### src/rtl/multi_data_sync_pkg.sv
// multi_data_sync_pkg
//   Shared constants and types for the multi-channel bus synchroniser.
//   MIN_STAGES/MAX_STAGES bound the synchroniser depth, MODE_* encode the
//   TOGGLE_MODE parameter, chan_state_t is the per-channel handshake state.
package multi_data_sync_pkg;

  localparam int unsigned MIN_STAGES  = 2;
  localparam int unsigned MAX_STAGES  = 4;

  localparam int unsigned MODE_LEVEL  = 0;
  localparam int unsigned MODE_TOGGLE = 1;

  typedef enum logic {
    IDLE = 1'b0,
    HOLD = 1'b1
  } chan_state_t;

endpackage

### src/rtl/multi_data_sync_sync_chan.sv
// sync_chan
//   One synchroniser channel: enable/toggle sync chain, event decode,
//   bus capture, valid/ready handshake, sticky overrun and optional ack.
//   Optional feature macro: MULTI_DATA_SYNC_ACK_EN (builds the ack toggle flop).
// Ports:
//   clk, rst          destination clock, async active-low reset
//   bus_enable        unsynchronised enable (level) or toggle
//   unsync_bus        source data, quasi-static around the event
//   sync_bus          captured data
//   enable_pulse      one-cycle strobe on capture
//   sync_valid        captured word awaiting consumption
//   sync_ready        downstream accepts the word
//   overrun           sticky: an event was dropped
//   overrun_clr       clears overrun (a simultaneous set wins)
//   ack_toggle        flips once per consumed word (0 without the macro)
module sync_chan
  import multi_data_sync_pkg::*;
#(
  parameter int unsigned NUM_STAGES  = 2,
  parameter int unsigned BUS_WIDTH   = 8,
  parameter int unsigned TOGGLE_MODE = 0
) (
  input  logic                 clk,
  input  logic                 rst,
  input  logic                 bus_enable,
  input  logic [BUS_WIDTH-1:0] unsync_bus,
  output logic [BUS_WIDTH-1:0] sync_bus,
  output logic                 enable_pulse,
  output logic                 sync_valid,
  input  logic                 sync_ready,
  output logic                 overrun,
  input  logic                 overrun_clr,
  output logic                 ack_toggle
);

  logic [NUM_STAGES-1:0] sync_ff;
  logic                  prev_ff;
  logic                  evt;
  chan_state_t           state;

  always_ff @(posedge clk or negedge rst) begin
    if (!rst) begin
      sync_ff <= '0;
      prev_ff <= 1'b0;
    end else begin
      sync_ff <= {sync_ff[NUM_STAGES-2:0], bus_enable};
      prev_ff <= sync_ff[NUM_STAGES-1];
    end
  end

  always_comb begin
    evt = 1'b0;
    if (TOGGLE_MODE == MODE_TOGGLE)
      evt = sync_ff[NUM_STAGES-1] ^ prev_ff;
    else
      evt = sync_ff[NUM_STAGES-1] & ~prev_ff;
  end

  always_ff @(posedge clk or negedge rst) begin
    if (!rst) begin
      state        <= IDLE;
      sync_bus     <= '0;
      enable_pulse <= 1'b0;
      sync_valid   <= 1'b0;
      overrun      <= 1'b0;
    end else begin
      enable_pulse <= 1'b0;
      // Clear first so a set later in this block takes priority.
      if (overrun_clr)
        overrun <= 1'b0;
      case (state)
        IDLE: begin
          if (evt) begin
            sync_bus     <= unsync_bus;
            enable_pulse <= 1'b1;
            sync_valid   <= 1'b1;
            state        <= HOLD;
          end
        end
        HOLD: begin
          if (sync_ready) begin
            if (evt) begin
              sync_bus     <= unsync_bus;
              enable_pulse <= 1'b1;
            end else begin
              sync_valid <= 1'b0;
              state      <= IDLE;
            end
          end else if (evt) begin
            overrun <= 1'b1;
          end
        end
        default: begin
          sync_valid <= 1'b0;
          state      <= IDLE;
        end
      endcase
    end
  end

`ifdef MULTI_DATA_SYNC_ACK_EN
  logic ack_q;
  logic xfer;

  assign xfer = sync_valid & sync_ready;

  always_ff @(posedge clk or negedge rst) begin
    if (!rst)
      ack_q <= 1'b0;
    else if (xfer)
      ack_q <= ~ack_q;
  end

  assign ack_toggle = ack_q;
`else
  assign ack_toggle = 1'b0;
`endif

endmodule

### src/rtl/multi_data_sync.sv
// multi_data_sync
//   Multi-channel parametrised bus synchroniser into the clk domain.
//   NUM_CH independent sync_chan instances; no arbitration between them.
//   Optional feature macro: MULTI_DATA_SYNC_ACK_EN (per-channel ack toggle).
// Parameters: NUM_STAGES (2..4), BUS_WIDTH, NUM_CH (1..8), TOGGLE_MODE (0 level, 1 toggle)
// Ports (channel c at [c*BUS_WIDTH +: BUS_WIDTH] / bit c):
//   clk, rst (async, active-low), bus_enable, unsync_bus, sync_bus,
//   enable_pulse, sync_valid, sync_ready, overrun, overrun_clr, ack_toggle
module multi_data_sync
  import multi_data_sync_pkg::*;
#(
  parameter int unsigned NUM_STAGES  = 2,
  parameter int unsigned BUS_WIDTH   = 8,
  parameter int unsigned NUM_CH      = 2,
  parameter int unsigned TOGGLE_MODE = 0
) (
  input  logic                        clk,
  input  logic                        rst,
  input  logic [NUM_CH-1:0]           bus_enable,
  input  logic [NUM_CH*BUS_WIDTH-1:0] unsync_bus,
  output logic [NUM_CH*BUS_WIDTH-1:0] sync_bus,
  output logic [NUM_CH-1:0]           enable_pulse,
  output logic [NUM_CH-1:0]           sync_valid,
  input  logic [NUM_CH-1:0]           sync_ready,
  output logic [NUM_CH-1:0]           overrun,
  input  logic [NUM_CH-1:0]           overrun_clr,
  output logic [NUM_CH-1:0]           ack_toggle
);

  if (NUM_STAGES < MIN_STAGES || NUM_STAGES > MAX_STAGES) begin : g_bad_stages
    $error("multi_data_sync: NUM_STAGES out of range 2..4");
  end
  if (NUM_CH < 1 || NUM_CH > 8) begin : g_bad_ch
    $error("multi_data_sync: NUM_CH out of range 1..8");
  end
  if (TOGGLE_MODE != MODE_LEVEL && TOGGLE_MODE != MODE_TOGGLE) begin : g_bad_mode
    $error("multi_data_sync: TOGGLE_MODE must be 0 or 1");
  end

  for (genvar c = 0; c < NUM_CH; c++) begin : g_ch
    sync_chan #(
      .NUM_STAGES (NUM_STAGES),
      .BUS_WIDTH  (BUS_WIDTH),
      .TOGGLE_MODE(TOGGLE_MODE)
    ) u_chan (
      .clk         (clk),
      .rst         (rst),
      .bus_enable  (bus_enable[c]),
      .unsync_bus  (unsync_bus[c*BUS_WIDTH +: BUS_WIDTH]),
      .sync_bus    (sync_bus[c*BUS_WIDTH +: BUS_WIDTH]),
      .enable_pulse(enable_pulse[c]),
      .sync_valid  (sync_valid[c]),
      .sync_ready  (sync_ready[c]),
      .overrun     (overrun[c]),
      .overrun_clr (overrun_clr[c]),
      .ack_toggle  (ack_toggle[c])
    );
  end

endmodule

### config.mk
export PLATFORM = sky130hd
export DESIGN_NAME = multi_data_sync
export DESIGN_NICKNAME = d
export VERILOG_FILES = /design/src/rtl/multi_data_sync_pkg.sv /design/src/rtl/multi_data_sync_sync_chan.sv /design/src/rtl/multi_data_sync.sv
export SDC_FILE = /design/constraint.sdc
export NUM_CORES = 1
export LEC_CHECK = 0
export ABC_AREA = 1
export BUFFER_PORTS_ARGS = -buffer_cell sky130_fd_sc_hd__buf_2
export CAP_MARGIN = 20
export CORE_AREA = 2 2 50 62
export CTS_CLUSTER_DIAMETER = 80
export DETAILED_ROUTE_END_ITERATION = 7
export DIE_AREA = 0 0 52 64
export PLACE_DENSITY = 0.78
export SYNTH_ARGS = -nofsm -noshare
export SYNTH_HDL_FRONTEND = slang
export SYNTH_SLANG_ARGS = --single-unit
export TNS_END_PERCENT = 10
### constraint.sdc
create_clock -name clk -period 1.1 [get_ports clk]
set_input_delay 0.11 -clock clk [delete_from_list [all_inputs] [get_ports clk]]
set_output_delay 0.11 -clock clk [all_outputs]
set_load 0.05 [all_outputs]
==> results.md <==
- Register-to-Register Setup Slack: 0.10 ns
- Number of buffers added on ports: 45
- Endpoints failing setup: 0
- Synthesis Warnings: 0
- Required time at the endpoint of the critical path: 0.99 ns
- Routability congestion estimate from global placement: 0.745
- Buffering stage count on the worst path with inverters included: 1
- Portion of the post-synthesis area used by sequential elements: 60.9%
- Top-count cell post-synth: sky130_fd_sc_hd__nand2_1
- Worst IR drop on VDD: 1.04 mV
- HPWL after DPL: 1.77 mm
- Fraction of final layout cells with drive strength greater than 1: 37.5%
- Number of enable-type register cells in the synthesized netlist: 0
- # clock sinks: 30
- Async set-reset flop share out of synthesis: 100%
- Static leakage: 0.922 nW
- Setup repair bufs after CTS: 0
- Kind of launch point of the worst setup path: register
- Start-to-end type of the worst setup path: register to output port
- Clock latency reported for the late side of the worst-skew pair: 0.32 ns
- CP Cell Sequence: buf_2
- Number of nets in the finished design: 199
- Final-layout worst hold slack: 0.0197 ns
- Die extent in x: 52 µm
- Routed via count: 946
- Pins Over Slew Limit: 0
- Family of cells with the greatest summed delay on the critical path: flip-flops
- Leading area contributor after synthesis: sky130_fd_sc_hd__dfrtp_1
- Remaining routing DRC violations: 0
- Clock tree from TritonCTS: yes
- Gate count of the mapped netlist: 125
- Worst-case hold path end point: g_ch[1].u_chan.sync_bus[1]
- Layout overhead on the synthesized area: 28.3%
- Total wirelength of the detailed-routed design: 2.25 mm
- Deepest level of the CTS H-tree: 2
- Core footprint: 2710 µm²
- Prevailing post-synth register cell: sky130_fd_sc_hd__dfrtp_1
- Global-route wire length before repair: 3.86 mm
- Number of library cell types mapped by synthesis: 11
- Overflow left after global routing: 0
- Setup TNS: 0 ns
- Share of the clock period used by the worst path after layout: 95.4%
- Highest clock rate: 0.953 GHz
- RSZ-0062 raised after global routing: false
- Summed instance area of the synthesized netlist: 1230 µm²
- Vias per Instance: 4.50
- Max stage delay on crit path: 0.36 ns
- Number of antenna repair diodes: 0
- CTS clk-pin slew, worst paths: 0.09 ns
- Reg-to-reg endpoint: g_ch[1].u_chan.sync_bus[7]
- Routed WL per cell: 10.7 µm
- CP Capture Type: output port
- Num CTS Buffers: 5
- Synthesis-stage register bit count: 30
- Vertical die dimension: 64 µm
- Iteration-0 DRC Markers: 36
- Hold Crit Start: unsync_bus[9]
- Power Dens Cells: 1790 nW/µm²
- Max stage delay cell, worst path: sky130_fd_sc_hd__dfrtp_1
- DR pass1 iterations: 4
- Post-route ant nets: 0
- Met3 Use GR: 5.14%
- Busiest layer in global routing: met2
- Overall Global Routing Usage: 16.0%
- Cell types with the largest area share after synthesis: sky130_fd_sc_hd__dfrtp_1 61%, sky130_fd_sc_hd__nand2_1 12%, sky130_fd_sc_hd__nand3_1 8.1%
- Area share of the leading cell type in the synthesized netlist: 60.9%
- Number of antenna violations at the first check in global routing: 0
- Hold Fails Final Rpt: 0
- Mean area per synthesized cell: 9.86 µm²
- Hold Path Cell Cnt: 3
- Post-layout minimum cycle time: 1.05 ns
- Worst R2R Start: g_ch[1].u_chan.sync_ff[1]
- Outcome: completed
- # rows: 21
- Max-cap violations: 0
- Met2 GRT Util: 25.5%
- Root buffer cell: sky130_fd_sc_hd__clkbuf_4
- Maximum number of pins on one net before global-route repair: 16
- Count of cells along the worst register-to-register path: 5
- Setup Skew: 0.0124 ns
- Effective utilization at floorplan: 45.5%
- Arr. time, crit path: 0.94 ns
- Hold Path Class: primary input to register
- Via count of the first global-routing pass: 913
- Met1 Use GR: 18.2%
- Top cells by instance count after synthesis: 38 x sky130_fd_sc_hd__nand2_1, 30 x sky130_fd_sc_hd__dfrtp_1, 20 x sky130_fd_sc_hd__nand3_1
- Top-level port count: 48
- Overall die area: 3330 µm²
- Number of buffers on the longest clock path: 2
- Worst Path Max Fanout: 2
## kinds of logic after synthesis
| kind of cell | Yosys count | synth area share, % |
|---|---|---|
| compound gates | 2 | 1.02 |
| buf+inv | 26 | 11.0 |
| flops | 30 | 60.9 |
| other cells | 1 | 0.304 |
| simple gates | 66 | 26.8 |
## power breakdown
part | switching, mW | internal [mW] | total (mW)
clock | 0.345 | 0.309 | 0.655
combinational | 0.639 | 0.228 | 0.867
sequential | 0.0790 | 1.24 | 1.32
## metrics by stage
stage	instance area [µm²]	instances	setup WS [ns]	util, %	power, mW
after floorplan	1240	126	0.197	-	1.98
after global placement	1440	197	0.136	53.4	2.15
after detailed placement	1440	197	0.0888	53.4	2.17
after CTS	1550	210	0.0186	57.4	2.85
after global routing	1580	210	0.00119	58.4	3.01
final	1580	210	0.0508	58.4	2.84
## worst register-to-register path, stage by stage (launching register included)
cell and delay, ns:
sky130_fd_sc_hd__dfrtp_1 0.43, sky130_fd_sc_hd__inv_2 0.09, sky130_fd_sc_hd__nor2_8 0.15, sky130_fd_sc_hd__nand2_4 0.10, sky130_fd_sc_hd__nand2_1 0.08, sky130_fd_sc_hd__nand2_1 0.05
## layout make-up
cell class	count	area [µm²]
clock buffer	7	55.1
sequential	30	751
clock inverter	1	5.00
inverter	16	60.1
timing repair buffer	52	318
multi-input combinational	70	350
fill	239	1120
tap	34	42.5
## registers in the layout, summed over array words and instances (netlist names)
name,cells
g_ch.u_chan.enable_pulse,2
g_ch.u_chan.overrun,2
g_ch.u_chan.prev_ff,2
g_ch.u_chan.state,2
g_ch.u_chan.sync_bus,16
g_ch.u_chan.sync_ff,4
g_ch.u_chan.sync_valid,2
## how the worst max path moves through the flow
stage                                           from                          to  slack (ns)  depth (start not counted)
after CTS                 g_ch[1].u_chan.sync_bus[6]                sync_bus[14]        0.02                          1
after global routing      g_ch[1].u_chan.sync_bus[0]                 sync_bus[8]       0.001                          1
after global placement     g_ch[0].u_chan.sync_ff[1]  g_ch[0].u_chan.sync_bus[2]        0.14                          5
after floorplan               g_ch[0].u_chan.prev_ff  g_ch[0].u_chan.sync_bus[0]        0.20                          4
final                     g_ch[1].u_chan.sync_bus[0]                 sync_bus[8]        0.05                          1
after detailed placement   g_ch[1].u_chan.sync_ff[1]  g_ch[1].u_chan.sync_bus[6]        0.09                          5
## cells in the final DEF (no fill, tap or decap)
cell type                       instances
sky130_fd_sc_hd__dfrtp_1               30
sky130_fd_sc_hd__o22ai_1                2
sky130_fd_sc_hd__buf_4                  6
sky130_fd_sc_hd__nor2_8                 2
sky130_fd_sc_hd__clkbuf_8               1
sky130_fd_sc_hd__conb_1                 2
sky130_fd_sc_hd__buf_2                 34
sky130_fd_sc_hd__clkinv_2               1
sky130_fd_sc_hd__nand2_2                4
sky130_fd_sc_hd__nand2_1               38
sky130_fd_sc_hd__nand3_1               20
sky130_fd_sc_hd__clkbuf_4              12
sky130_fd_sc_hd__nand2_4                2
sky130_fd_sc_hd__clkbuf_1               1
sky130_fd_sc_hd__dlygate4sd3_1          5
sky130_fd_sc_hd__inv_2                  4
sky130_fd_sc_hd__inv_1                 12
## per-layer routing
metal	vias to the layer above	part of all wire, %
met4	0	2.4
met2	40	48
li1	472	-
met5	-	0
met3	5	6.9
met1	429	43
## timing repair
item | CTS | global route
resized for setup | 0 | 15
endpoints found under the hold margin | 34 | 0
setup endpoints to repair | 0 | 11
hold buffers | 5 | 0
Note: power is estimated with default switching activity, not from simulation.
